### src/rtl/dot_seq.sv
// Streams a vector dot product through an external N-lane MAC array one chunk at a time,
// accumulating each chunk sum into a saturating signed Q.16 result held until out_ready.
module dot_seq #(
  parameter int N        = 49,
  parameter int PIPE_LAT = 8,
  parameter int LEN_W    = 16,
  parameter int ACC_W    = 48
) (
  input  logic               clk,
  input  logic               rst,
  input  logic               start,
  input  logic [LEN_W-1:0]   vec_len,
  output logic               busy,
  input  logic               in_valid,
  output logic               in_ready,
  input  logic [15:0]        in_a,
  input  logic [15:0]        in_b,
  output logic               arr_en,
  output logic [N*16-1:0]    arr_A_pack,
  output logic [N*16-1:0]    arr_B_pack,
  input  logic [37:0]        arr_sum,
  output logic               out_valid,
  input  logic               out_ready,
  output logic [ACC_W-1:0]   out_data,
  output logic               out_sat
);
  localparam int LANE_W = $clog2(N + 1);
  localparam int WAIT_W = $clog2(PIPE_LAT + 1);

  typedef enum logic [2:0] {S_IDLE, S_LOAD, S_WAIT, S_ACC, S_OUT} state_t;

  state_t            state_q, state_d;
  logic [LEN_W-1:0]  rem_q, rem_d;
  logic [LANE_W-1:0] lane_q, lane_d;
  logic [WAIT_W-1:0] wait_q, wait_d;
  logic [37:0]       sum_q, sum_d;
  logic [ACC_W-1:0]  acc_q, acc_d;
  logic              sat_q, sat_d;
  logic [N*16-1:0]   a_pack_q, a_pack_d, b_pack_q, b_pack_d;

  logic [ACC_W:0]    acc_ext, sum_ext, tot;
  logic              ovf;
  logic [LANE_W-1:0] lane_inc;

  // One guard bit above the accumulator exposes signed overflow of the add.
  always_comb begin
    acc_ext = {acc_q[ACC_W-1], acc_q};
    sum_ext = {{(ACC_W + 1 - 38){sum_q[37]}}, sum_q};
    tot     = acc_ext + sum_ext;
    ovf     = tot[ACC_W] ^ tot[ACC_W-1];
  end

  assign lane_inc = lane_q + LANE_W'(1);

  always_comb begin
    state_d  = state_q;
    rem_d    = rem_q;
    lane_d   = lane_q;
    wait_d   = wait_q;
    sum_d    = sum_q;
    acc_d    = acc_q;
    sat_d    = sat_q;
    a_pack_d = a_pack_q;
    b_pack_d = b_pack_q;
    unique case (state_q)
      S_IDLE: begin
        if (start) begin
          acc_d    = '0;
          sat_d    = 1'b0;
          lane_d   = '0;
          rem_d    = vec_len;
          a_pack_d = '0;
          b_pack_d = '0;
          state_d  = (vec_len == '0) ? S_OUT : S_LOAD;
        end
      end
      S_LOAD: begin
        if (in_valid) begin
          for (int k = 0; k < N; k++) begin
            if (lane_q == LANE_W'(k)) begin
              a_pack_d[k*16 +: 16] = in_a;
              b_pack_d[k*16 +: 16] = in_b;
            end
          end
          lane_d = lane_inc;
          rem_d  = rem_q - LEN_W'(1);
          if (lane_inc == LANE_W'(N) || rem_q == LEN_W'(1)) begin
            state_d = S_WAIT;
            wait_d  = WAIT_W'(1);
          end
        end
      end
      S_WAIT: begin
        if (wait_q == WAIT_W'(PIPE_LAT)) begin
          sum_d   = arr_sum;
          wait_d  = '0;
          state_d = S_ACC;
        end else begin
          wait_d = wait_q + WAIT_W'(1);
        end
      end
      S_ACC: begin
        if (ovf) begin
          acc_d = tot[ACC_W] ? {1'b1, {(ACC_W - 1){1'b0}}} : {1'b0, {(ACC_W - 1){1'b1}}};
          sat_d = 1'b1;
        end else begin
          acc_d = tot[ACC_W-1:0];
        end
        if (rem_q == '0) begin
          state_d = S_OUT;
        end else begin
          state_d  = S_LOAD;
          lane_d   = '0;
          a_pack_d = '0;
          b_pack_d = '0;
        end
      end
      S_OUT: begin
        if (out_ready) state_d = S_IDLE;
      end
      default: state_d = S_IDLE;
    endcase
  end

  always_ff @(posedge clk or negedge rst) begin
    if (!rst) begin
      state_q  <= S_IDLE;
      rem_q    <= '0;
      lane_q   <= '0;
      wait_q   <= '0;
      sum_q    <= '0;
      acc_q    <= '0;
      sat_q    <= 1'b0;
      a_pack_q <= '0;
      b_pack_q <= '0;
    end else begin
      state_q  <= state_d;
      rem_q    <= rem_d;
      lane_q   <= lane_d;
      wait_q   <= wait_d;
      sum_q    <= sum_d;
      acc_q    <= acc_d;
      sat_q    <= sat_d;
      a_pack_q <= a_pack_d;
      b_pack_q <= b_pack_d;
    end
  end

  assign busy       = (state_q != S_IDLE);
  assign in_ready   = (state_q == S_LOAD);
  assign arr_en     = (state_q == S_WAIT);
  assign out_valid  = (state_q == S_OUT);
  assign arr_A_pack = a_pack_q;
  assign arr_B_pack = b_pack_q;
  assign out_data   = acc_q;
  assign out_sat    = sat_q;

endmodule

### config.mk
export PLATFORM = sky130hd
export DESIGN_NAME = dot_seq
export DESIGN_NICKNAME = d
export VERILOG_FILES = /design/src/rtl/dot_seq.sv
export SDC_FILE = /design/constraint.sdc
export NUM_CORES = 2
export LEC_CHECK = 0
export CAP_MARGIN = 20
export CORE_AREA = 2 2 669 671
export CTS_CLUSTER_DIAMETER = 50
export DETAILED_ROUTE_END_ITERATION = 10
export DIE_AREA = 0 0 671 673
export DONT_BUFFER_PORTS = 1
export GPL_TIMING_DRIVEN = 1
export SYNTH_ARGS = -nofsm -noshare
export SYNTH_HDL_FRONTEND = slang
export SYNTH_SLANG_ARGS = --single-unit
### constraint.sdc
create_clock -name clk -period 3.95 [get_ports clk]
set_input_delay 0.395 -clock clk [delete_from_list [all_inputs] [get_ports clk]]
set_output_delay 0.395 -clock clk [all_outputs]
set_load 0.1 [all_outputs]
==> run_results.csv <==
group,metric,value,unit
clock_tree,ctsLongestPathBuffers,4,
die,core,0.444,mm2
grt,grt-ovfl-total,0,
logic_synthesis,syn-cell-area,0.0638,mm2
logic_synthesis,ys_ff_latch,1684,
die,die_y,673,um
logic_synthesis,yosysTopAreaCell,"dfrtp_1",
logic_synthesis,yosysWarnings,0,
setup_path,path_max_fanout,5,
place,portBuffers,0,
timing,period_share,90.8,%
logic_synthesis,synth_seq_area_share,66.1,%
setup_path,cp_slowest_cell,"fa_1",
route,wl_per_cell,24.1,um
timing,fin_worst_skew,0.0500,ns
clock_tree,htree_levels,4,
die,die-area,0.452,mm2
route,drt_wl_total,299000,um
logic_synthesis,synth-edff-count,0,
clock_tree,cts-root-buf,"clkbuf_16",
min_path,min_path_cells,2,
route,drtPass1Iterations,6,
timing,hold_viol_final,0,
timing,holdWs,0.0927,ns
setup_path,crit_arrival,4.31,ns
timing,timing.fmax,279,MHz
timing,setup_viol,0,
cells_and_area,fillers,49000,
min_path,min_from,"in_a[10]",
clock_tree,insertion_delay,0.86,ns
timing,slew_violations,0,
die,initial_core_util,14.4,%
clock_tree,post-cts-setup-buffers,0,
die,die_w,671,um
cells_and_area,syn2layout_area_growth,26.7,%
clock_tree,cts_tree,"yes",
setup_path,r2r_start,"out_data[0]",
cells_and_area,fin_nets,6416,
setup_path,required,4.68,ns
grt,grt_max_degree,125,
cells_and_area,layout-drive-gt1-share,11.9,%
clock_tree,cts_resized,0,
logic_synthesis,synth_cell_types,81,
min_path,hold_path_class,"in2reg",
setup_path,reg2reg_depth,12,
logic_synthesis,synth_most_common_cell,"nand2_1",
run_status,status,"finished clean",
setup_path,crit_chain,"ha_1 -> fa_1 -> a211o_1 -> a21oi_1 -> buf_4 -> a2111oi_0 -> nor2_1 -> a21oi_1 -> a41o_1 -> a311oi_1 -> xor2_1 -> a31oi_1",
logic_synthesis,synth.area.top_cells,"dfrtp_1 (66%), o21ai_0 (13%), nand2_1 (10%)",
place,gp_congestion,0.862,
timing,relSlewSlack,24.9,%
setup_path,r2r-end,"out_data[34]",
place,place_area,0.0728,mm2
route,drc,0,
cells_and_area,final_area,0.0808,mm2
route,via_count,47300,
die,ios,1712,
grt,grt_busiest_layer,"met2",
place,hpwlAfterDp,215000,um
route,final_antenna_net_count,0,
setup_path,path_buf_inv,1,
logic_synthesis,syn_nets,6405,
logic_synthesis,syn_inst,6256,
setup_path,reg2reg_slack,0.36,ns
timing,worst_pin_slew,1.13,ns
logic_synthesis,avgSynthCellArea,10.2,um2
clock_tree,cts_buffers,199,
setup_path,max_stage_delay,0.43,ns
route,drt_iter0_drc,4041,
grt,grt_use_met1,15.0,%
setup_path,cp_common_cell,"a21oi_1",
grt,grt.total_usage,12.7,%
grt,use_met2,21.1,%
timing,rsz0062_at_grt,"false",
die,num_rows,245,
setup_path,endpoint_kind,"register",
timing,period_minus_slack,3.59,ns
grt,met3_usage,4.05,%
min_path,holdPathEnd,"arr_A_pack[474]",
grt,antenna_found_initial,65,
setup_path,critPathTopFamily,"compound AO/OA/AOI/OAI gates",
setup_path,critical_path_class,"reg2reg",
setup_path,cp-start-kind,"register",
clock_tree,clk_pin_slew,0.06,ns
timing,final.setup.tns,0,ns
job,maxCapViolations,0,
clock_tree,cts.sinks,1684,
logic_synthesis,synth_commonest_cells,"nand2_1 (1747), dfrtp_1 (1684), o21ai_0 (1678)",
grt,grt_pass1_wl,402000,um
logic_synthesis,ys_dominant_reg_cell,"dfrtp_1",
logic_synthesis,async_flop_share,100,%
logic_synthesis,synth_top_area_share,66.1,%
grt,first_global_vias,46500,
route,avgViaCountPerCell,3.81,
clock_tree,hold_buffers,71,
==> area by class of cell <==
type	count	area, um2	area share [%]
sequential	1684	42100	52.2
multi-input combinational	4030	19900	24.6
tap	5928	7420	9.18
clock buffer	274	5740	7.11
timing repair buffer	330	3950	4.89
clock inverter	90	1480	1.83
antenna	42	105	0.130
inverter	22	90.1	0.111
==> per-stage QoR <==
stage	utilization [%]	worst slack, ns	cells
floorplan	-	0.196	6256
global placement	16.4	0.424	11900
detailed placement	16.4	0.430	11900
CTS	18.2	0.408	12400
global route	18.2	0.162	12400
finish	18.2	0.363	12400
==> per-layer routing <==
metal,up-vias,wire [um]
li1,20900,-
met1,23500,116000
met2,2360,142000
met3,576,27400
met4,14,13600
met5,-,75
==> worst max path at each step <==
stage                         to         from  slack [ns]  depth (start not counted)
floorplan           out_data[20]  out_data[0]        0.20                         12
global placement    out_data[34]  out_data[0]        0.42                         12
detailed placement   out_data[2]  out_data[0]        0.43                         12
CTS                  out_data[2]  out_data[0]        0.41                         12
global route         out_data[2]  out_data[0]        0.16                         12
finish              out_data[34]  out_data[0]        0.36                         12
==> worst register-to-register path: stages (launching register included) <==
cell and delay (ns):
dfrtp_1 0.38, ha_1 0.24, fa_1 0.43, a211o_1 0.29
a21oi_1 0.23, buf_4 0.17, a2111oi_0 0.09, nor2_1 0.35
a21oi_1 0.24, a41o_1 0.39, a311oi_1 0.35, xor2_1 0.21
a31oi_1 0.10
==> cell usage in the layout, fill, tap and decap left out, types with 57 or more instances in the layout <==
cell type	n
nand2_4	61
a21oi_1	74
o21ai_0	1678
buf_4	156
dlygate4sd3_1	71
nand2_1	1680
ha_1	57
buf_12	102
nor2_1	92
clkbuf_16	201
dfrtp_1	1683
==> cells by family after synthesis <==
family | share of synthesized area, %
compound gates | 15.7
xor+xnor | 0.685
fa+ha+maj | 1.15
buf+inv | 3.59
flops | 66.1
mux | 0.720
simple gates | 12.1
==> flip-flops by register name, indices dropped and copies added (netlist names) <==
register	flops
state_q	3
out_sat	1
lane_q	6
out_data	48
wait_q	4
arr_B_pack	784
rem_q	16
arr_A_pack	784
sum_q	38
Power is not shown: default switching activity piles up to over one toggle a cycle in this logic, so the estimate is an artifact.
